==> src/rtl/gpr_wr_arb.sv <==
// ============================================================================
// gpr_wr_arb: write-port arbiter for the GPR file (load / ALU / mul-div),
// fixed priority 0>1>2 with a per-requester starvation guard.
// Optional macro GPR_ARB_CLEAR_EN: post-reset zero-fill of every register.
// Revision: 1.0
// ============================================================================
`default_nettype none

module gpr_wr_arb #(
    parameter int AW         = 5,
    parameter int DW         = 32,
    parameter int STARVE_MAX = 7
) (
    input  logic          clk,
    input  logic          reset,
    input  logic [2:0]    req_valid,
    output logic [2:0]    req_ready,
    input  logic [AW-1:0] req_addr_0,
    input  logic [AW-1:0] req_addr_1,
    input  logic [AW-1:0] req_addr_2,
    input  logic [DW-1:0] req_data_0,
    input  logic [DW-1:0] req_data_1,
    input  logic [DW-1:0] req_data_2,
    output logic          gpr_we_,
    output logic [AW-1:0] gpr_wr_addr,
    output logic [DW-1:0] gpr_wr_data,
    output logic [1:0]    grant_id,
    output logic          busy
);

    localparam logic [3:0] SMAX = 4'(STARVE_MAX);

    logic          run;
    logic          clearing;
    logic [AW-1:0] clr_addr;
    logic [2:0]    starved;
    logic [2:0]    cand;
    logic [2:0]    grant;
    logic [1:0]    grant_idx;
    logic [3:0]    wait_cnt [3];

`ifdef GPR_ARB_CLEAR_EN
    localparam logic [0:0] S_CLEAR = 1'b0;
    localparam logic [0:0] S_RUN   = 1'b1;
    localparam logic [AW-1:0] CLR_LAST = '1;

    logic [0:0]    state;
    logic [0:0]    state_nxt;
    logic [AW-1:0] clr_cnt;

    always_ff @(posedge clk) begin
        if (reset) state <= S_CLEAR;
        else       state <= state_nxt;
    end

    always_comb begin
        state_nxt = state;
        case (state)
            S_CLEAR: if (clr_cnt == CLR_LAST) state_nxt = S_RUN;
            S_RUN:   state_nxt = S_RUN;
            default: state_nxt = S_CLEAR;
        endcase
    end

    always_comb begin
        run      = (state == S_RUN);
        clearing = (state == S_CLEAR);
        busy     = (state == S_CLEAR);
        clr_addr = clr_cnt;
    end

    always_ff @(posedge clk) begin
        if (reset)         clr_cnt <= '0;
        else if (clearing) clr_cnt <= clr_cnt + 1'b1;
    end
`else
    assign run      = 1'b1;
    assign clearing = 1'b0;
    assign busy     = 1'b0;
    assign clr_addr = '0;
`endif

    // Starved requesters, if any valid, form the candidate set; else all valid ones.
    always_comb begin
        for (int i = 0; i < 3; i++) starved[i] = (wait_cnt[i] == SMAX);
        cand  = ((req_valid & starved) != 3'b000) ? (req_valid & starved) : req_valid;
        grant = 3'b000;
        if (!reset && run) begin
            if (cand[0])      grant = 3'b001;
            else if (cand[1]) grant = 3'b010;
            else if (cand[2]) grant = 3'b100;
        end
        grant_idx = grant[2] ? 2'd2 : (grant[1] ? 2'd1 : 2'd0);
        req_ready = grant;
    end

    for (genvar i = 0; i < 3; i++) begin : g_wait
        always_ff @(posedge clk) begin
            if (reset)
                wait_cnt[i] <= '0;
            else if (run) begin
                if (!req_valid[i] || grant[i]) wait_cnt[i] <= '0;
                else if (wait_cnt[i] != SMAX)  wait_cnt[i] <= wait_cnt[i] + 4'd1;
            end
        end
    end

    always_ff @(posedge clk) begin
        if (reset) begin
            gpr_we_     <= 1'b1;
            gpr_wr_addr <= '0;
            gpr_wr_data <= '0;
            grant_id    <= 2'd0;
        end else if (clearing) begin
            gpr_we_     <= 1'b0;
            gpr_wr_addr <= clr_addr;
            gpr_wr_data <= '0;
            grant_id    <= 2'd3;
        end else if (grant != 3'b000) begin
            gpr_we_  <= 1'b0;
            grant_id <= grant_idx;
            case (grant_idx)
                2'd0:    begin gpr_wr_addr <= req_addr_0; gpr_wr_data <= req_data_0; end
                2'd1:    begin gpr_wr_addr <= req_addr_1; gpr_wr_data <= req_data_1; end
                default: begin gpr_wr_addr <= req_addr_2; gpr_wr_data <= req_data_2; end
            endcase
        end else begin
            gpr_we_ <= 1'b1;
        end
    end

endmodule

`default_nettype wire
==> config.mk <==
export PLATFORM = sky130hd
export DESIGN_NAME = gpr_wr_arb
export DESIGN_NICKNAME = d
export VERILOG_FILES = /design/src/rtl/gpr_wr_arb.sv
export SDC_FILE = /design/constraint.sdc
export NUM_CORES = 1
export LEC_CHECK = 0
export CORE_MARGIN = 10
export CORE_UTILIZATION = 35
export CTS_BUF_LIST = sky130_fd_sc_hd__clkbuf_4
export CTS_CLUSTER_SIZE = 24
export DETAILED_ROUTE_END_ITERATION = 10
export PLACE_DENSITY = 0.79
export REMOVE_ABC_BUFFERS = 1
export SYNTH_ARGS = -nofsm -noshare
export SYNTH_HDL_FRONTEND = slang
export SYNTH_SLANG_ARGS = --single-unit
==> constraint.sdc <==
create_clock -name clk -period 2.11 [get_ports clk]
set_clock_uncertainty 0.15 [all_clocks]
set_input_delay 0.422 -clock clk [delete_from_list [all_inputs] [get_ports clk]]
set_output_delay 0.422 -clock clk [all_outputs]
set_load 0.1 [all_outputs]
==> flow_summary.json <==
{
  "synth_edf_count": 12,
  "required_ns": 1.54,
  "drtAntennaViolNets": 0,
  "areaGrowthSynthToFinish_pct": 82.2,
  "violations": "negative setup slack",
  "ys_top_cells_by_area": "dfxtp_1 (30%), edfxtp_1 (13%), a22oi_1 (10%)",
  "postSynthCellCount": 289,
  "routedWlPerCell_um": 19.1,
  "io_pins": 160,
  "critPathKind": "register to primary output",
  "synth_area_per_cell_um2": 9.34,
  "io_buffers": 158,
  "hpwlAfterDp_mm": 8.21,
  "dr.pass1.iters": 4,
  "die_w_um": 108,
  "clock-root-buffer": "clkbuf_4",
  "async_flop_share_pct": 0,
  "cts_buffer_depth": 2,
  "clock.fmax_ghz": 0.412,
  "die_area_um2": 11600,
  "drive_gt1_share_pct": 30.9,
  "status": "finished, violations left",
  "antenna_found_initial": 1,
  "place_inst": 551,
  "place_ws_ns": -0.359,
  "yosys.area.top_type_share_pct": 29.7,
  "ys_types": 40,
  "cts.sinks": 52,
  "powerDensity_nw_per_um2": 594,
  "crit_fanout": 3,
  "start_util_pct": 36.6,
  "final_common_cell": "clkdlybuf4s50_1",
  "ir_worst_vdd_uv": 330,
  "grt_max_degree": 39,
  "ctsHoldBuffers": 0,
  "fin_nets": 588,
  "setup_viol": 43,
  "grt_pass1_vias": 3293,
  "ys_warn_count": 0,
  "synth-seq-cells": 52,
  "hold_viol_final": 0,
  "yosys_most_used_dff": "dfxtp_1",
  "grt_pass1_wl_mm": 16.5,
  "p_leak_nw": 1.99,
  "gp_congestion": 0.802,
  "worstSkewPairLatency_ns": 0.36,
  "netlist_area_um2": 2700,
  "rsz0062_at_grt": "true",
  "drv_slew": 0,
  "crit_path_end_kind": "primary output",
  "core.rowCount": 31,
  "synth-seq-area-share_pct": 43.0,
  "period_needed_ns": 2.42,
  "relSlewSlack_pct": 56.9,
  "grt_overflow": 0,
  "netlist.top_cell.by_area": "dfxtp_1",
  "worstMarginPinSlew_ns": 0.647,
  "grt_use_total_pct": 17.8,
  "drcViolationCount": 0,
  "worst_ep_arrival_time_ns": 1.85,
  "vias_per_cell": 5.23,
  "period_share_pct": 115,
  "cp-start-kind": "register",
  "drv_cap": 0,
  "fp.coreArea_um2": 7370,
  "cts_buffers": 5,
  "vias": 2980,
  "routed_wl_mm": 10.9,
  "htreeDepth": 2,
  "final_cell_mix": "clkdlybuf4s50_1 (114), buf_4 (68), inv_1 (41), dfxtp_1 (40), a22oi_1 (34)",
  "stdcell_count": 570,
  "cts_tree": "built",
  "fin_ws_ns": -0.314,
  "die_h_um": 108,
  "cts.clk_slew.worst_paths_ns": 0.15,
  "drt_iter0_markers": 141,
  "hold_path_class": "register to register"
}
## per-stage QoR
| stage | hold WS (ns) | TNS [ns] | util, % | instance area [um^2] | power [W] |
|---|---|---|---|---|---|
| final | 0.322 | -4.66 | 66.7 | 4920 | 0.00292 |
| after global routing | 0.345 | -8.97 | 66.7 | 4910 | 0.00303 |
| after CTS | 0.327 | -4.44 | 64.0 | 4720 | 0.00288 |
| after detailed placement | 0.306 | -14.47 | 60.6 | 4460 | 0.00229 |
| after global placement | 0.294 | -11.36 | 60.6 | 4460 | 0.00228 |
| after floorplan | 0.338 | -44.10 | - | 2570 | 0.00183 |
## state kept, by name, summed over array words and instances, names as in the netlist
signal and count:
gpr_we_ 1, grant_id 2, gpr_wr_data 32, gpr_wr_addr 5
wait_cnt 12
## per-layer routing
metal  share of wire (%)  global-route usage [%]  vias up
met4                 1.2                    5.34        0
met1                  36                    17.5     1422
met5                   0                       0        -
li1                    -                       -     1434
met3                 9.1                    7.78        8
met2                  53                    32.7      116
## cells in the mapped netlist, types with 3 or more instances
master    count
a221oi_1     27
a221oi_2     10
a22oi_1      37
buf_2         7
buf_4         5
clkbuf_1     12
dfxtp_1      40
edfxtp_1     12
ha_1          3
inv_1        42
nand2_1       4
nand3_1       5
nor2_1        9
nor3_1        4
o21ai_0      38
xnor2_1       3
xor2_1        3
## final cells by class
| type | instances | area [um^2] |
|---|---|---|
| repair buffers | 197 | 1890 |
| multi-input cells | 171 | 1510 |
| fillers | 580 | 2450 |
| well taps | 99 | 124 |
| diodes | 1 | 2.50 |
| clock inverters | 3 | 37.5 |
| flip-flops and latches | 52 | 1160 |
| clock buffers | 5 | 37.5 |
| inverters | 42 | 158 |
## worst paths after layout
kind | from | to | slack, ns | depth (start not counted)
setup reg to reg | wait_cnt[0][1] | gpr_wr_data[29] | -0.15 | 7
hold / removal | gpr_wr_data[17] | gpr_wr_data[17] | 0.32 | 2
hold reg to reg | gpr_wr_data[17] | gpr_wr_data[17] | 0.32 | 2
setup / recovery | wait_cnt[0][1] | req_ready[1] | -0.31 | 6
## worst max-delay path, stage by stage, from the launching register on
cell       delay (ns)
edfxtp_1         0.44
ha_2             0.23
and4b_1          0.23
o2bb2ai_2        0.14
and2_4           0.17
buf_12           0.11
buf_16           0.16
## power breakdown
group / total (W) / switching (W) / internal [W]
clock: 0.000561 / 0.000318 / 0.000243
combinational: 0.00123 / 0.000780 / 0.000451
sequential: 0.00113 / 0.0000401 / 0.00109
total: 0.00292 / 0.00114 / 0.00178
## cells by family (layout without fill, tap and decap cells)
group / Yosys count / in the layout / share of synthesized area (%)
flops: 52 / 52 / 43.0
compound gates: 122 / 122 / 34.8
simple gates: 35 / 35 / 7.42
xor+xnor: 6 / 6 / 1.95
fa+ha+maj: 3 / 3 / 1.39
buf+inv: 69 / 247 / 11.2
other cells: 2 / 6 / 0.278
## timing repair
item,CTS,global route
endpoints found under the setup margin,46,49
resized for setup,32,30
pin swaps,2,4
buffers inserted,8,3
Note: power is estimated with default switching activity, not from simulation.
